===== config.mk =====
export PLATFORM = sky130hd
export DESIGN_NAME = codec_serial_intf
export DESIGN_NICKNAME = d
export VERILOG_FILES = /design/src/rtl/codec_serial_intf.sv
export SDC_FILE = /design/constraint.sdc
export NUM_CORES = 1
export LEC_CHECK = 0
export CORE_MARGIN = 1
export CORE_UTILIZATION = 48
export DETAILED_ROUTE_END_ITERATION = 16
export PLACE_DENSITY = 0.79
export RECOVER_POWER = 25
export SYNTH_ARGS = -nofsm -noshare
export SYNTH_HDL_FRONTEND = slang
export SYNTH_SLANG_ARGS = --single-unit

===== constraint.sdc =====
create_clock -name clk -period 4.37 [get_ports clk]
set_input_delay 1.311 -clock clk [delete_from_list [all_inputs] [get_ports clk]]
set_output_delay 1.311 -clock clk [all_outputs]
set_load 0.05 [all_outputs]

===== src/rtl/codec_serial_intf.sv =====
// CS4272 serial audio port master: MCLK/SCLK/LRCLK generation, 16-bit stereo TX/RX, CODEC reset.
// Define CODEC_I2S_MODE_EN for I2S framing (one-slot delay, LRCLK low = left); default is left-justified.

module codec_serial_intf (
  input  logic        clk,
  input  logic        rst,
  input  logic [15:0] lft_out,
  input  logic [15:0] rht_out,
  output logic [15:0] lft_in,
  output logic [15:0] rht_in,
  output logic        vld,
  output logic        MCLK,
  output logic        SCLK,
  output logic        LRCLK,
  output logic        SDin,
  input  logic        SDout,
  output logic        RSTn
);

`ifdef CODEC_I2S_MODE_EN
  localparam logic [9:0] LOAD_L   = 10'h00F;
  localparam logic [9:0] LOAD_R   = 10'h20F;
  localparam logic [9:0] RX_LATCH = 10'h108;
  localparam logic [9:0] RX_OUT   = 10'h308;
  localparam logic       LR_RST   = 1'b0;
`else
  localparam logic [9:0] LOAD_L   = 10'h3FF;
  localparam logic [9:0] LOAD_R   = 10'h1FF;
  localparam logic [9:0] RX_LATCH = 10'h0F8;
  localparam logic [9:0] RX_OUT   = 10'h2F8;
  localparam logic       LR_RST   = 1'b1;
`endif

  logic [9:0]  r_cnt;
  logic        r_lrclk;
  logic        r_rstn;
  logic [15:0] r_tx_shift;
  logic [15:0] r_rht_hold;
  logic [15:0] r_rx_shift;
  logic [15:0] r_rx_lft;
  logic [15:0] r_lft_in;
  logic [15:0] r_rht_in;
  logic        r_vld;

  logic [9:0]  w_cnt_nxt;
  logic [4:0]  w_slot;
  logic        w_rx_en;
  logic        w_lr_nxt;

  assign w_cnt_nxt = r_cnt + 10'd1;
  assign w_slot    = r_cnt[8:4];

`ifdef CODEC_I2S_MODE_EN
  assign w_rx_en  = (r_cnt[3:0] == 4'h7) && (w_slot >= 5'd1) && (w_slot <= 5'd16);
  assign w_lr_nxt = w_cnt_nxt[9];
`else
  assign w_rx_en  = (r_cnt[3:0] == 4'h7) && (w_slot < 5'd16);
  assign w_lr_nxt = ~w_cnt_nxt[9];
`endif

  // LRCLK gets its own flop, decoded from the next count, so it stays a pure register output
  always_ff @(posedge clk or posedge rst) begin
    if (rst) begin
      r_cnt   <= '0;
      r_lrclk <= LR_RST;
      r_rstn  <= 1'b0;
    end else begin
      r_cnt   <= w_cnt_nxt;
      r_lrclk <= w_lr_nxt;
      if (r_cnt == 10'h3FF)
        r_rstn <= 1'b1;
    end
  end

  always_ff @(posedge clk or posedge rst) begin
    if (rst) begin
      r_tx_shift <= '0;
      r_rht_hold <= '0;
    end else if (r_cnt == LOAD_L) begin
      r_tx_shift <= lft_out;
      r_rht_hold <= rht_out;
    end else if (r_cnt == LOAD_R) begin
      r_tx_shift <= r_rht_hold;
    end else if (r_cnt[3:0] == 4'hF) begin
      r_tx_shift <= {r_tx_shift[14:0], 1'b0};
    end
  end

  always_ff @(posedge clk or posedge rst) begin
    if (rst) begin
      r_rx_shift <= '0;
      r_rx_lft   <= '0;
      r_lft_in   <= '0;
      r_rht_in   <= '0;
      r_vld      <= 1'b0;
    end else begin
      r_vld <= 1'b0;
      if (w_rx_en)
        r_rx_shift <= {r_rx_shift[14:0], SDout};
      if (r_cnt == RX_LATCH)
        r_rx_lft <= r_rx_shift;
      if (r_cnt == RX_OUT) begin
        r_lft_in <= r_rx_lft;
        r_rht_in <= r_rx_shift;
        r_vld    <= r_rstn;
      end
    end
  end

  assign MCLK   = r_cnt[1];
  assign SCLK   = r_cnt[3];
  assign LRCLK  = r_lrclk;
  assign SDin   = r_tx_shift[15];
  assign RSTn   = r_rstn;
  assign vld    = r_vld;
  assign lft_in = r_lft_in;
  assign rht_in = r_rht_in;

endmodule


# Word-level counts from Yosys, hierarchy flattened
# Index checks and enable logic that the tools add are counted.
op_classes:
  n_addsub: 1
  n_mul: 0
  div: 0
  order_cmp: 1
  eq_ne: 6
  shift: 0
  muxes: 4
  bitwise: 1
  reduce_logical: 2
ops:
  columns: ["op", "count"]
  rows:
  - ["$mux W16", 3]
  - ["$eq A10 B10 Y1 const B", 2]
  - ["$add A10 B1 Y10 const B", 1]
  - ["$eq A10 B8 Y1 const B", 1]
  - ["$eq A10 B9 Y1 const B", 1]
  - ["$lt A5 B5 Y1 const B", 1]
  - ["$eq A4 B3 Y1 const B", 1]
  - ["$eq A4 B4 Y1 const B", 1]
  - ["$reduce_bool A3 Y1", 1]
  - ["$logic_and A1 B1 Y1", 1]
  - ["$mux W1", 1]
  - ["$not A1 Y1", 1]
totals:
  reg_bits: 109
  latch_bits: 0
  ram_bits: 0
  mem_bits_ro: 0
  mem_count: 0

# Longest topological paths before layout
depth:
  word_depth: 4
  depth_mapped: 7

# Least setup slack after synthesis
# OpenSTA, ideal clock, no wires.
synth_timing:
  path_type: "reg-to-reg"
  startpoint: "reg r_cnt[1]"
  endpoint: "reg r_rx_shift[0]"
  setup_ns: 0.125
  arrival_time_ns: 1.902
  required_ns: 4.245
  path_slack_ns: 2.343
  path_stages_with_launch: 6
  period_less_slack_ns: 2.027
  path_cell_list: "dfrtp_1 ha_1 nor4bb_1 buf_2 buf_4 mux2_2"
synth_via:
  elab_chain_len: 2
synth_rtl:
  columns: ["element", "line", "rtl"]
  rows:
  - ["start, declared", "34", "logic [9:0] r_cnt;"]
  - ["start signal, assigned", "68", "r_cnt <= w_cnt_nxt;"]
  - ["$eq A4 B3 Y1", "57", "assign w_rx_en = (r_cnt[3:0] == 4'h7) && (w_slot < 5'd16);"]
  - ["$logic_and A1 B1 Y1", "57", null]
  - ["end signal, assigned", "99", "r_rx_shift <= {r_rx_shift[14:0], SDout};"]
  - ["end, declared", "39", "logic [15:0] r_rx_shift;"]
# Every way passes these cells.
# A chain may end at the register's enable or synchronous reset.

# Final worst setup path
layout_timing:
  startpoint: "reg r_cnt[3]"
  endpoint: "out SCLK"
layout_rtl:
  columns: ["element", "line", "rtl"]
  rows:
  - ["end, declared", "13", "output logic SCLK,"]
# No word-level cell between the ends.

==> results.rst <==
.. list-table::
   :header-rows: 1

   * - Metric
     - Value
   * - Result of the run
     - finished clean
   * - Number of hold violations in the final report
     - 0
   * - Fraction of final layout cells with drive strength greater than 1
     - roughly a quarter
   * - Kind of start point of the critical path
     - register
   * - Nets in the synthesized netlist
     - 361
   * - Clock-pin slew on the worst setup and hold paths
     - around 0.11 ns
   * - Total die area
     - roughly 0.010 mm2
   * - Synth Area per Inst
     - around 14 um2
   * - Placed Area
     - roughly 0.0054 mm2
   * - Worst Max-Slew Pin Slew
     - between 1 and 1.5 ns
   * - Crit path required time
     - 3.06 ns
   * - Prevailing post-synth register cell
     - dfrtp_1
   * - Count of buffer and inverter cells on the critical path
     - 1
   * - Startpoint-to-endpoint class of the critical path
     - reg2out
   * - Number of I/O port buffers
     - 72
   * - Area added between synthesis and finish
     - 20.7%
   * - Quantity of gates resized following cts
     - 0
   * - Final-report max-slew violation count
     - 0
   * - Detailed-route wire length
     - 7780 um
   * - Number of inserted diodes
     - 0
   * - Sum Neg Setup Slack
     - 0 ns
   * - Part of the cycle the worst path needs
     - 71.0%
   * - Overall power
     - 1.71 mW
   * - Highest attainable clock frequency
     - between 300 and 400 MHz
   * - Worst slew slack as a fraction of its limit
     - approximately 25%
   * - Antenna-violating nets left
     - 0
   * - Number of storage elements in the synthesis netlist
     - ~110
   * - Most area-hungry cell type in the Yosys netlist
     - dfrtp_1
   * - Starting Density
     - ~50%
   * - Final-stage net count
     - roughly 420
   * - Slowest cell on the critical path
     - clkdlybuf4s50_1
   * - Cell row count
     - 35
   * - Unrepaired setup endpoints after global routing
     - false
   * - Setup violations, final
     - 0
   * - Die span in y
     - 100 um
   * - Horizontal extent of the die
     - ~100 um
   * - Stage delay of the slowest cell on the critical path
     - 0.88 ns
   * - Portion of the post-synthesis area used by sequential elements
     - 58.7%
   * - TritonCTS clock tree
     - yes
   * - H-tree levels
     - 3
   * - Boundary pin count
     - 73
   * - Fraction of post-synthesis cell area in the top cell type by area
     - between 50% and 60%
   * - Final design instance area without fill
     - ~0.0056 mm2
   * - Iteration-0 DRC Markers
     - 95
   * - Core area
     - approximately 0.0093 mm2
   * - Final setup skew
     - roughly 0.025 ns
   * - Main area contributors after synthesis
     - dfrtp_1, mux2_2, mux2_4
   * - Count of cell types in the netlist
     - 29
   * - Avg WL per Cell
     - ~15 um
   * - Root Driver
     - clkbuf_8
   * - DRC errors left
     - 0
   * - Maximum capacitance violations
     - 0
   * - Combined flip-flop and latch cell area
     - between 0.002 and 0.003 mm2
   * - Post-detailed-route via-to-cell ratio
     - roughly 5
   * - Residual overflow from global routing
     - 0
   * - Antenna violations before repair
     - 0
   * - Worst Path Max Fanout
     - 7
   * - Path class of the lowest-slack min-delay path
     - reg2reg
   * - Yosys synthesis warning count
     - 0
   * - Placed wire-length estimate
     - between 5000 and 6000 um
   * - Number of standard cells after synthesis
     - between 300 and 400
   * - Leakage power summed over all cells
     - ~2.6 nW
   * - Multi-input gate area in the final layout
     - around 0.0017 mm2
   * - GRT Overall Usage
     - approximately 17%
   * - Clk sink count
     - roughly 110
   * - Crit path max-delay family
     - buffers and inverters
   * - Data arrival time at the worst-slack endpoint
     - ~1.8 ns
   * - Worst Setup End Kind
     - primary output
   * - Cell types with the highest counts after synthesis
     - dfrtp_1, mux2_2, mux2_4, nand2_1
   * - Fraction of registers with async set/reset
     - 100%
   * - Global-route wire length before repair
     - around 13000 um
   * - Num CTS Buffers
     - 9
   * - Number of flops mapped to enable cells by yosys
     - 0
   * - Count of fill cells added during filler insertion
     - between 700 and 800
   * - Pin count of the biggest net entering global routing
     - about 70
   * - Total iterations of the first detailed-routing run
     - 4
   * - Vias in the first global route
     - ~2700
   * - Clock buffer depth
     - 2
   * - Power per cell area
     - 304 mW/mm2
   * - Period minus WS final
     - 3.10 ns
   * - Peak supply drop
     - roughly 0.16 mV
   * - Hold buffer count at CTS
     - 0
   * - Worst-skew pair later-pin latency
     - approximately 0.4 ns
   * - Sequence of cells on the critical path
     - clkdlybuf4s50_1
   * - Routability-driven placement congestion ratio
     - roughly 0.71
   * - Total vias in the final route
     - about 2600
   * - Total standard cell area after synthesis
     - between 0.004 and 0.005 mm2
   * - Post-CTS Setup Bufs
     - 0
   * - Most frequent cell after synthesis
     - dfrtp_1
## stage by stage
| stage | utilization, % | instances | hold WS, ns | worst slack [ns] |
|---|---|---|---|---|
| 2_1_floorplan | - | 324 | 0.449 | 0.187 |
| 3_3_place_gp | 57.9 | 505 | 0.455 | 1.72 |
| 4_1_cts | 60.2 | 521 | 0.486 | 1.25 |
| 5_1_grt | 60.2 | 521 | 0.514 | 1.22 |
| 6_report | 60.2 | 521 | 0.488 | 1.27 |
| 3_5_place_dp | 57.9 | 505 | 0.459 | 1.68 |
## where the power goes
part / switching (mW) / internal, mW / leakage, nW
clock: 0.384 / 0.232 / 0.105
sequential: 0.00549 / 1.02 / 1.40
combinational: 0.0278 / 0.0396 / 1.15
total: 0.418 / 1.29 / 2.65
## routing by layer
layer	share of wire, %	global-route usage [%]	up-vias
met1	49	23.8	1298
met3	2.9	3.06	11
met4	1.8	8.03	0
met5	0	0	-
li1	-	-	1277
met2	46	26.2	56
## layout make-up
class	instances	share of cell area (%)
Tap cell	129	2.87
Inverter	5	0.379
Timing Repair Buffer	74	13.3
Clock inverter	7	1.54
Multi-Input combinational cell	188	31.1
Sequential cell	109	48.6
Clock buffer	9	2.21
## path summary, 6_finish.rpt
kind                                              end                from  cells past startpoint  slack, ns
max in group asynchronous       rht_in[4]$_DFFE_PP0N_                 rst                      3       2.08
min in group asynchronous  r_rht_hold[11]$_DFFE_PP0P_                 rst                      2       1.59
setup reg to reg             r_rx_lft[14]$_DFFE_PP0N_  r_cnt[8]$_DFF_PP0_                      3       1.67
hold / removal                       RSTn$_DFFE_PP0P_    RSTn$_DFFE_PP0P_                      2       0.49
hold reg to reg                      RSTn$_DFFE_PP0P_    RSTn$_DFFE_PP0P_                      2       0.49
setup / recovery                                 SCLK  r_cnt[3]$_DFF_PP0_                      1       1.27
## flip-flops by register name, indices dropped and copies added (netlist names)
signal,cells
r_rht_hold,16
vld,1
RSTn,1
r_tx_shift,16
r_rx_shift,16
rht_in,16
r_cnt,10
LRCLK,1
r_rx_lft,16
lft_in,16
## layout by cell type (no fill, tap or decap), types with 2 or more instances in the layout
cell	n
a21oi_1	15
and3_1	16
clkbuf_8	9
clkdlybuf4s50_1	71
clkinv_8	3
dfrtp_1	108
ha_1	2
inv_1	4
inv_6	3
mux2_2	61
mux2_4	19
mux2i_1	16
nand2_1	18
nand3_1	4
nor2_1	4
o31ai_1	15
xnor2_1	5
xor2_1	4
## cell families after synthesis
kind of cell	Yosys count	share of synthesized area, %
simple gates	50	6.37
compound gates	31	4.25
buf+inv	27	4.14
fa+ha+maj	2	0.538
xor+xnor	9	1.69
mux	96	24.3
flops	109	58.7
Note: power is estimated with default switching activity, not from simulation.
